$ cat src/rtl/add16_seq_arb.sv
// add16_seq_arb: round-robin shared 4-bit CLA slice stepped over four nibbles to form a 16-bit add
module sum_4b (
  input  logic [3:0] a_i,
  input  logic [3:0] b_i,
  input  logic       c_in_i,
  output logic [3:0] s_o,
  output logic       p_o,
  output logic       g_o
);
  logic [3:0] p, g;
  logic [3:0] c;
  assign p = a_i ^ b_i;
  assign g = a_i & b_i;
  assign c[0] = c_in_i;
  assign c[1] = g[0] | (p[0] & c_in_i);
  assign c[2] = g[1] | (p[1] & g[0]) | (p[1] & p[0] & c_in_i);
  assign c[3] = g[2] | (p[2] & g[1]) | (p[2] & p[1] & g[0]) | (p[2] & p[1] & p[0] & c_in_i);
  assign s_o = p ^ c;
  assign p_o = &p;
  assign g_o = g[3] | (p[3] & g[2]) | (p[3] & p[2] & g[1]) | (p[3] & p[2] & p[1] & g[0]);
endmodule

module add16_seq_arb (
  input  logic        clk,
  input  logic        rst_n,
  input  logic        req0_i,
  input  logic        req1_i,
  input  logic [15:0] a0_i,
  input  logic [15:0] b0_i,
  input  logic [15:0] a1_i,
  input  logic [15:0] b1_i,
  input  logic        cin0_i,
  input  logic        cin1_i,
  output logic        gnt0_o,
  output logic        gnt1_o,
  output logic        busy_o,
  output logic        done_o,
  output logic        done_id_o,
  output logic [15:0] sum_o,
  output logic        cout_o,
  output logic        ovf_o,
  output logic        p_all_o,
  output logic        g_all_o
);
  typedef enum logic [1:0] {IDLE, RUN, DONE} state_t;
  state_t      state_q, state_d;
  logic [1:0]  k_q, k_d;
  logic [15:0] a_q, a_d, b_q, b_d, work_q, work_d, sum_q, sum_d;
  logic        c_q, c_d, id_q, id_d, last_q, last_d, p_acc_q, p_acc_d, g_acc_q, g_acc_d;
  logic        gnt0_q, gnt0_d, gnt1_q, gnt1_d, done_q, done_d, done_id_q, done_id_d;
  logic        cout_q, cout_d, ovf_q, ovf_d, p_all_q, p_all_d, g_all_q, g_all_d;
  logic [3:0]  s;
  logic        sp, sg, c_next, grant0, grant1;
  sum_4b u_slice (
    .a_i    (a_q[{k_q, 2'b00} +: 4]),
    .b_i    (b_q[{k_q, 2'b00} +: 4]),
    .c_in_i (c_q),
    .s_o    (s),
    .p_o    (sp),
    .g_o    (sg)
  );
  assign c_next = sg | (sp & c_q);
  // last_q==1 means requester 1 was served last, so requester 0 wins a tie
  assign grant0 = req0_i & (~req1_i | last_q);
  assign grant1 = req1_i & ~grant0;
  always_ff @(posedge clk or negedge rst_n) begin
    if (!rst_n) begin
      state_q   <= IDLE;
      k_q       <= '0;
      a_q       <= '0;
      b_q       <= '0;
      work_q    <= '0;
      sum_q     <= '0;
      c_q       <= 1'b0;
      id_q      <= 1'b0;
      last_q    <= 1'b1;
      p_acc_q   <= 1'b0;
      g_acc_q   <= 1'b0;
      gnt0_q    <= 1'b0;
      gnt1_q    <= 1'b0;
      done_q    <= 1'b0;
      done_id_q <= 1'b0;
      cout_q    <= 1'b0;
      ovf_q     <= 1'b0;
      p_all_q   <= 1'b0;
      g_all_q   <= 1'b0;
    end else begin
      state_q   <= state_d;
      k_q       <= k_d;
      a_q       <= a_d;
      b_q       <= b_d;
      work_q    <= work_d;
      sum_q     <= sum_d;
      c_q       <= c_d;
      id_q      <= id_d;
      last_q    <= last_d;
      p_acc_q   <= p_acc_d;
      g_acc_q   <= g_acc_d;
      gnt0_q    <= gnt0_d;
      gnt1_q    <= gnt1_d;
      done_q    <= done_d;
      done_id_q <= done_id_d;
      cout_q    <= cout_d;
      ovf_q     <= ovf_d;
      p_all_q   <= p_all_d;
      g_all_q   <= g_all_d;
    end
  end
  always_comb begin
    state_d   = state_q;
    k_d       = k_q;
    a_d       = a_q;
    b_d       = b_q;
    work_d    = work_q;
    sum_d     = sum_q;
    c_d       = c_q;
    id_d      = id_q;
    last_d    = last_q;
    p_acc_d   = p_acc_q;
    g_acc_d   = g_acc_q;
    gnt0_d    = 1'b0;
    gnt1_d    = 1'b0;
    done_d    = 1'b0;
    done_id_d = done_id_q;
    cout_d    = cout_q;
    ovf_d     = ovf_q;
    p_all_d   = p_all_q;
    g_all_d   = g_all_q;
    case (state_q)
      IDLE: if (grant0 | grant1) begin
        state_d = RUN;
        a_d     = grant1 ? a1_i : a0_i;
        b_d     = grant1 ? b1_i : b0_i;
        c_d     = grant1 ? cin1_i : cin0_i;
        id_d    = grant1;
        last_d  = grant1;
        gnt0_d  = grant0;
        gnt1_d  = grant1;
        k_d     = 2'd0;
        p_acc_d = 1'b1;
        g_acc_d = 1'b0;
      end
      RUN: begin
        work_d[{k_q, 2'b00} +: 4] = s;
        c_d     = c_next;
        p_acc_d = sp & p_acc_q;
        g_acc_d = sg | (sp & g_acc_q);
        k_d     = k_q + 2'd1;
        if (k_q == 2'd3) begin
          state_d   = DONE;
          sum_d     = {s, work_q[11:0]};
          cout_d    = c_next;
          p_all_d   = sp & p_acc_q;
          g_all_d   = sg | (sp & g_acc_q);
          ovf_d     = (a_q[15] == b_q[15]) && (s[3] != a_q[15]);
          done_id_d = id_q;
          done_d    = 1'b1;
        end
      end
      default: state_d = IDLE;
    endcase
  end
  assign gnt0_o    = gnt0_q;
  assign gnt1_o    = gnt1_q;
  assign busy_o    = state_q != IDLE;
  assign done_o    = done_q;
  assign done_id_o = done_id_q;
  assign sum_o     = sum_q;
  assign cout_o    = cout_q;
  assign ovf_o     = ovf_q;
  assign p_all_o   = p_all_q;
  assign g_all_o   = g_all_q;
endmodule

$ cat config.mk
export PLATFORM = sky130hd
export DESIGN_NAME = add16_seq_arb
export DESIGN_NICKNAME = d
export VERILOG_FILES = /design/src/rtl/add16_seq_arb.sv
export SDC_FILE = /design/constraint.sdc
export NUM_CORES = 1
export LEC_CHECK = 0
export CORE_MARGIN = 4
export CORE_UTILIZATION = 49
export CTS_CLUSTER_SIZE = 24
export DETAILED_ROUTE_END_ITERATION = 6
export GPL_ROUTABILITY_DRIVEN = 0
export MAX_ROUTING_LAYER = met4
export PLACE_DENSITY = 0.81
export REMOVE_ABC_BUFFERS = 1
export SLEW_MARGIN = 40
export SYNTH_ARGS = -nofsm -noshare
export SYNTH_HDL_FRONTEND = slang
export SYNTH_SLANG_ARGS = --single-unit
$ cat constraint.sdc
create_clock -name clk -period 3.1 [get_ports clk]
set_input_delay 0.62 -clock clk [delete_from_list [all_inputs] [get_ports clk]]
set_output_delay 0.62 -clock clk [all_outputs]
set_load 0.05 [all_outputs]
Word level (Yosys, flattened, before mapping)
Index checks and enable logic that the tools add are counted.
{"block": "word_totals", "ff_bits": 81, "inputBits": 70, "output_inout_bits": 25, "word_cells": 98}
{"block": "op_classes", "add_sub_neg": 2, "eq_ne": 6, "shifts": 4, "n_mux": 21, "n_bitwise": 37, "n_reduce_logical": 9}
{"cell": "$mux W16", "count": 2}
{"cell": "$shiftx A16 B5 Y4", "count": 2}
{"cell": "$and A1 B1 Y1", "count": 19}
{"cell": "$bwmux W16", "count": 1}
{"cell": "$shift A4 B6 Y16 const A", "count": 1}
{"cell": "$shiftx A4 B6 Y16", "count": 1}
{"cell": "$or A1 B1 Y1", "count": 13}
{"cell": "$mux W1", "count": 10}
{"cell": "$pmux W2 S2", "count": 2}
{"cell": "$reduce_and A2 Y1", "count": 4}
{"cell": "$xor A4 B4 Y4", "count": 2}
{"cell": "$mux W2", "count": 3}
{"cell": "$neg A4 Y6", "count": 1}
{"cell": "$pmux W1 S2", "count": 3}
{"cell": "$and A4 B4 Y4", "count": 1}
{"cell": "$ne A2 B2 Y1 const B", "count": 2}
{"cell": "$reduce_and A4 Y1", "count": 1}
{"cell": "$reduce_bool A2 Y1", "count": 2}
{"cell": "$add A2 B1 Y2 const B", "count": 1}
{"cell": "$eq A2 B1 Y1 const B", "count": 1}
{"cell": "$eq A2 B2 Y1 const B", "count": 1}
{"cell": "$logic_not A2 Y1", "count": 1}
{"cell": "$not A1 Y1", "count": 2}
{"cell": "$eq A1 B1 Y1", "count": 1}
{"cell": "other kinds (2)", "count": 2}

Depth between registers and ports, before layout
Gate-level depths: netlist of run 1.
{"block": "depth", "depth_word": 9, "ltp_mapped": 7}

Cells and area by module
From an unflattened synthesis of run 1, not the netlist that was laid out.
{"block": "unflattened", "cells_unflattened": 274, "hier_area_um2": 3958.8}
{"module": "add16_seq_arb", "n_inst": 1, "cells_each": 252, "area_per_inst_um2": 3776.1, "seq_area_each_um2": 1928.1}
{"module": "sum_4b", "n_inst": 1, "cells_each": 22, "area_per_inst_um2": 182.7, "seq_area_each_um2": 0.0}

Worst setup path before layout of run 1
No wires, ideal clock.
{"block": "synth_timing", "path_type": "flip-flop to flip-flop", "from": "register k_q[0]", "to": "register sum_q[15], in the netlist sum_o[15]", "setup_time_ns": 0.125, "arrival_ns": 2.590, "slack_ns": 0.385, "path_stages_with_launch": 8, "cell_sequence": "dfrtp_1 buf_2 mux4_2 ha_1 a21o_1 a311o_1 and2_4 mux2_4"}
{"block": "synth_between", "elab_chain_len": 7}
{"item": "start, declared", "line": "47", "text": "logic [1:0] k_q, k_d;"}
{"item": "start signal, assigned", "line": "89", "text": "k_q <= k_d;"}
{"item": "$shiftx A16 B5 Y4, on equally long branches", "line": "55, 56"}
{"item": "$xor A4 B4 Y4 or $and A4 B4 Y4 (tied branches)", "line": "12, 13"}
{"item": "$and A1 B1 Y1", "line": "17", "text": "assign c[3] = g[2] | (p[2] & g[1]) | (p[2] & p[1] & g[0]) | (p[2] & p[1] & p[0] & c_in_i);"}
{"item": "$or A1 B1 Y1 or $and A1 B1 Y1 (tied branches) (2 in series)", "line": "17"}
{"item": "$or A1 B1 Y1", "line": "17"}
{"item": "$xor A4 B4 Y4", "line": "18", "text": "assign s_o = p ^ c;"}
{"item": "end signal, assigned", "line": "93", "text": "sum_q <= sum_d;"}
{"item": "end, declared", "line": "48", "text": "logic [15:0] a_q, a_d, b_q, b_d, work_q, work_d, sum_q, sum_d;"}
Several ways; a longest one is shown, not always the timed one.
A chain may end at the register's enable or synchronous reset.

Worst setup path in the final report of run 1
Same ends and word-level chain as after synthesis.

==> results.json, run 1 <==
{
  "utilization": 0.673,
  "dieArea_sq_um": 8880,
  "diodes": 0,
  "final_antenna_net_count": 0,
  "drc_errors": 0,
  "path_buf_inv": 0,
  "coreArea_sq_um": 7250,
  "met2_length_um": 3760,
  "fmax_mhz": 360,
  "grt_pass1_vias": 2746,
  "multi_input_area_sq_um": 1620,
  "layout_commonest_cell": "clkdlybuf4s50_1",
  "row_count": 31,
  "switching_share": 0.442,
  "dieWidth_um": 94.2,
  "setup.worst_path.end": "sum_o[15]$_DFFE_PN0P_",
  "wl_um": 7520,
  "regArea_sq_um": 1930,
  "worstPathRequired_ps": 3350,
  "drv_cap": 0,
  "syn_avg_cell_area_sq_um": 11.7,
  "cpMaxStageDelayCell": "dfrtp_1",
  "crit_family": "multiplexers",
  "synthToLayoutAreaGrowth_pct": 34.0,
  "viasPerCell": 5.23,
  "worstPathCellList": "mux4_2 -> ha_1 -> a21o_1 -> a311o_1 -> and2_4 -> mux2_4",
  "final_area_sq_um": 4880,
  "synth_seq_cells": 77,
  "cts_buffers": 9,
  "yosysWarningCount": 0,
  "power.density_nw_per_um2": 1080,
  "wl_met3_um": 411,
  "clk_latency_ps": 350,
  "wl_per_cell_um": 14.8,
  "clockPowerShare": 0.131,
  "dr_total_vias": 2669,
  "syn-cell-area_sq_um": 3640,
  "placed_cell_area_sq_um": 4700,
  "ff2ff_setup_slack_ps": 320,
  "intPower_w": 0.00294,
  "cts_resized": 0,
  "r2r_start": "k_q[0]$_DFFE_PN0P_",
  "filler_cell_count": 572,
  "die_h_um": 94.2,
  "wl_met1_um": 3240,
  "drt_first_pass_iters": 4,
  "grtUsageTotal": 0.188,
  "start_util": 0.503,
  "cts-root-buf": "clkbuf_8",
  "cp-end-kind": "register",
  "dp_hpwl_um": 5700,
  "htree_levels": 3,
  "rr_endpoint": "sum_o[15]$_DFFE_PN0P_",
  "ys_types": 43,
  "fin_setup_tns_ps": 0,
  "crit_type": "register to register",
  "worstPathArrival_ps": 3020,
  "slew_headroom": 0.542,
  "ir_worst_vdd_uv": 637,
  "skew_ps": 13.3,
  "post_cts_buffers": 0,
  "startpoint": "k_q[0]$_DFFE_PN0P_",
  "grt_pass1_wl_um": 12700,
  "ios": 95,
  "grt-ovfl-total": 0,
  "initialDrtViolationCount": 106,
  "p_comb_frac": 0.543,
  "cp_max_fo": 11,
  "ff2ff_path_depth": 6,
  "synth-edff-count": 0,
  "period_minus_slack_ps": 2780,
  "numPortBuffers": 94,
  "top_layer": "met4",
  "cts_tree": "done",
  "antenna_found_initial": 0,
  "leakagePower_nw": 2.24,
  "finalMaxSlewViolations": 0,
  "clkSinkCount": 77,
  "clk_pin_slew_worst_paths_ps": 90,
  "hp-class": "primary input to asynchronous set/reset pin",
  "worst_pin_slew_ps": 688,
  "yosysSeqAreaShare": 0.529,
  "min_period_over_period": 0.896,
  "grt_max_degree": 78,
  "ys_dominant_reg_cell": "dfrtp_1",
  "fin_nets": 487,
  "synthArstFlopShare": 1.00,
  "worstSetupStartpointType": "register",
  "hold_viol_final": 0,
  "drive_gt1_frac": 0.134,
  "synthCells": 311,
  "rsz0062_at_grt": "false",
  "pwr-share-seq": 0.326,
  "p_switching_w": 0.00233,
  "postCtsHoldBufs": 0,
  "cp_num_cells": 6,
  "status": "completed",
  "max_stage_delay_ps": 670,
  "mostFrequentLayoutCells": "93 x clkdlybuf4s50_1, 76 x dfrtp_1, 45 x nand2_1",
  "finalSetupViolations": 0,
  "timing.hold.ws_ps": 256,
  "clock_tree.buffer_depth": 2
}
-- power by group through the flow --
stage | clock network, W | logic, W | registers, W
2_1_floorplan | 0 | 0.00163 | 0.00207
3_3_place_gp | 0 | 0.00276 | 0.00173
3_5_place_dp | 0 | 0.00285 | 0.00175
4_1_cts | 0.000703 | 0.00286 | 0.00173
5_1_grt | 0.000750 | 0.00313 | 0.00178
6_report | 0.000688 | 0.00286 | 0.00172
-- final cells by class --
cell class,instances,share of cell area
sequential,77,0.395
multi-input combinational,209,0.332
timing repair buffer,99,0.203
clock buffer,9,0.0254
tap,99,0.0254
inverter,10,0.00769
clock inverter,7,0.0118
-- stage by stage --
step	setup WS, ps	total power (W)	cells
6_report	324	0.00527	510
5_1_grt	116	0.00566	510
4_1_cts	290	0.00529	510
3_5_place_dp	330	0.00460	494
3_3_place_gp	365	0.00448	494
2_1_floorplan	-181	0.00370	296
-- worst min path at each step --
stage               cells after the start                    end                   from
finish                                  1       gnt0_o$_DFF_PN0_                  rst_n
global route                            1     a_q[7]$_DFFE_PN0P_                  rst_n
CTS                                     1  sum_o[13]$_DFFE_PN0P_                  rst_n
detailed placement                      2  work_q[1]$_DFFE_PN0P_  work_q[1]$_DFFE_PN0P_
global placement                        1       id_q$_DFFE_PN0P_       id_q$_DFFE_PN0P_
floorplan                               0     a_q[0]$_DFFE_PN0P_                  rst_n
-- cells by family (layout without fill, tap and decap cells) --
family	after synthesis	after routing	share of synthesized area
AO/OA/AOI/OAI	71	71	0.124
XOR/XNOR	2	2	0.00481
adder cells (fa/ha/maj)	11	11	0.0398
buffers and inverters	25	125	0.0299
flip-flops	77	77	0.529
multiplexers	57	57	0.191
AND/OR/NAND/NOR	68	68	0.0817
-- flip-flops by register name, summed over array words and instances, names as in the netlist, 2 cells and up --
signal	flops
sum_o	16
a_q	16
b_q	16
k_q	2
work_q	12
state_q	2
-- worst reg2reg max path, cell delays in order (launching register included) --
cell	delay, ps
dfrtp_1	670
mux4_2	630
ha_1	360
a21o_1	200
a311o_1	380
and2_4	190
mux2_4	250
-- Yosys cell counts, drive strengths merged, types with 2 or more instances --
master  instances  share of area
buf             6          0.010
a21o            7          0.015
a22o            8          0.020
ha             10          0.034
mux2           16          0.050
nor2            5         0.0051
a21oi           4         0.0086
nand2          45          0.046
o31ai           2         0.0041
nand4           2         0.0034
and3            2         0.0038
o21ai          42          0.058
mux4            8          0.049
clkbuf          9         0.0093
mux2i          33          0.091
o41ai           2         0.0048
nand3           6         0.0082
dfrtp          76           0.52
and2            2         0.0041
inv            10          0.010
xnor2           2         0.0048
-- layer usage --
layer	vias up	global-route usage
met3	9	0.0433
met2	76	0.300
li1	1302	-
met1	1282	0.237
met4	0	0.0662
met5	-	-
Power figures use the tool's default switching activity.
==> run 2, diff against run 1 <==
- CORE_UTILIZATION: 49 -> 53
- PLACE_DENSITY: 0.81 -> 0.87
- clock period: 3.1 -> 3.4 ns (I/O delays scaled with it)
==> run 2 against run 1 <==
Net effect:
- total power down 5.9%
- clock skew about the same
- maximum frequency shrank 5.7%
- critical endpoint unchanged
==> results.json, run 2 (same netlist as run 1, synthesis figures left out) <==
{
  "cts_resized": 0,
  "clk_pin_slew_worst_paths_ps": 80,
  "hp-class": "primary input to asynchronous set/reset pin",
  "clk_latency_ps": 350,
  "fin_nets": 486,
  "numPortBuffers": 94,
  "dp_hpwl_um": 5800,
  "drive_gt1_frac": 0.132,
  "start_util": 0.561,
  "row_count": 29,
  "fmax_mhz": 340,
  "p_switching_w": 0.00213,
  "initialDrtViolationCount": 164,
  "htree_levels": 3,
  "status": "completed",
  "drv_cap": 0,
  "dp.cells": 471,
  "viasPerCell": 5.60,
  "cp_max_fo": 15,
  "slew_headroom": 0.539,
  "dieArea_sq_um": 8270,
  "clockPowerShare": 0.156,
  "worstPathRequired_ps": 3640,
  "post_cts_buffers": 0,
  "postCtsHoldBufs": 0,
  "wl_um": 7950,
  "coreArea_sq_um": 6490,
  "grt_pass1_vias": 2784,
  "rsz0062_at_grt": "false",
  "switching_share": 0.430,
  "finalMaxSlewViolations": 0,
  "cts-root-buf": "clkbuf_8",
  "worst_pin_slew_ps": 692,
  "dr_total_vias": 2725,
  "intPower_w": 0.00283,
  "leakagePower_nw": 2.26,
  "diodes": 0,
  "min_period_over_period": 0.866,
  "power.density_nw_per_um2": 1020,
  "fin_cells": 487,
  "dieWidth_um": 90.9,
  "worstSetupStartpointType": "register",
  "clkSinkCount": 77,
  "p_comb_frac": 0.522,
  "skew_ps": 13.0,
  "wl_per_cell_um": 16.3,
  "grt-ovfl-total": 0,
  "antenna_found_initial": 0,
  "p_total_w": 0.00496,
  "ir_worst_vdd_uv": 438,
  "layout_commonest_cell": "clkdlybuf4s50_1",
  "worstPathArrival_ps": 3190,
  "grt_max_degree": 78,
  "final_antenna_net_count": 0,
  "period_minus_slack_ps": 2950,
  "synthToLayoutAreaGrowth_pct": 33.8,
  "mostFrequentLayoutCells": "93 x clkdlybuf4s50_1, 76 x dfrtp_1, 45 x nand2_1",
  "drt_first_pass_iters": 4,
  "ios": 95,
  "drc_errors": 0,
  "cts_tree": "done",
  "die_h_um": 90.9,
  "pwr-share-seq": 0.322,
  "fin_setup_tns_ps": 0,
  "finalSetupViolations": 0,
  "clock_tree.buffer_depth": 2,
  "crit_type": "register to register",
  "grt_pass1_wl_um": 13200,
  "cts_buffers": 9,
  "grtUsageTotal": 0.207,
  "hold_viol_final": 0,
  "cp-end-kind": "register"
}
[run 2: final timing paths]
kind / startpoint / end / slack (ps) / cells past startpoint
worst max-delay path: k_q[0]$_DFFE_PN0P_ / sum_o[15]$_DFFE_PN0P_ / 450 / 6
worst min-delay path: rst_n / gnt0_o$_DFF_PN0_ / 340 / 1
worst max register to register: k_q[0]$_DFFE_PN0P_ / sum_o[15]$_DFFE_PN0P_ / 450 / 6
worst min register to register: id_q$_DFFE_PN0P_ / id_q$_DFFE_PN0P_ / 480 / 1
max in group asynchronous: rst_n / c_q$_DFFE_PN0P_ / 2590 / 1
min in group clk: id_q$_DFFE_PN0P_ / id_q$_DFFE_PN0P_ / 480 / 1
[run 2: area by class of cell]
cell class | instances | area [sq um]
flip-flops and latches | 77 | 1930
multi-input cells | 209 | 1620
fillers | 426 | 1620
repair buffers | 98 | 972
clock buffers | 10 | 138
well taps | 77 | 96.3
clock inverters | 6 | 86.3
inverters | 10 | 37.5
[run 2: routing by layer]
metal	up-vias	global-route usage	routed length (um)
met2	95	0.337	4060
met4	0	0.0842	168
li1	1305	-	-
met3	20	0.0483	413
met1	1305	0.249	3310
met5	-	-	0
[run 2: power groups by stage]
stage,registers (W),clock network (W),logic [W]
3_3_place_gp,0.00159,0,0.00247
4_1_cts,0.00160,0.000777,0.00259
6_report,0.00160,0.000773,0.00259
5_1_grt,0.00165,0.000822,0.00283
3_5_place_dp,0.00161,0,0.00255
2_1_floorplan,0.00189,0,0.00148
[run 2: worst max-delay path, stage by stage, from the launching register on]
cell     delay (ps)
dfrtp_1         790
mux4_2          650
ha_1            360
a21o_1          200
a311o_1         380
and2_4          190
mux2_4          260
[run 2: stage by stage]
stage           util  instance area [sq um]  hold WS, ps  setup WS, ps
6_report       0.751                   4880          339           455
3_5_place_dp   0.716                   4650          467           476
4_1_cts        0.751                   4880          368           444
3_3_place_gp   0.716                   4650          457           534
2_1_floorplan      -                   3570          384          58.8
5_1_grt        0.751                   4880          396           278
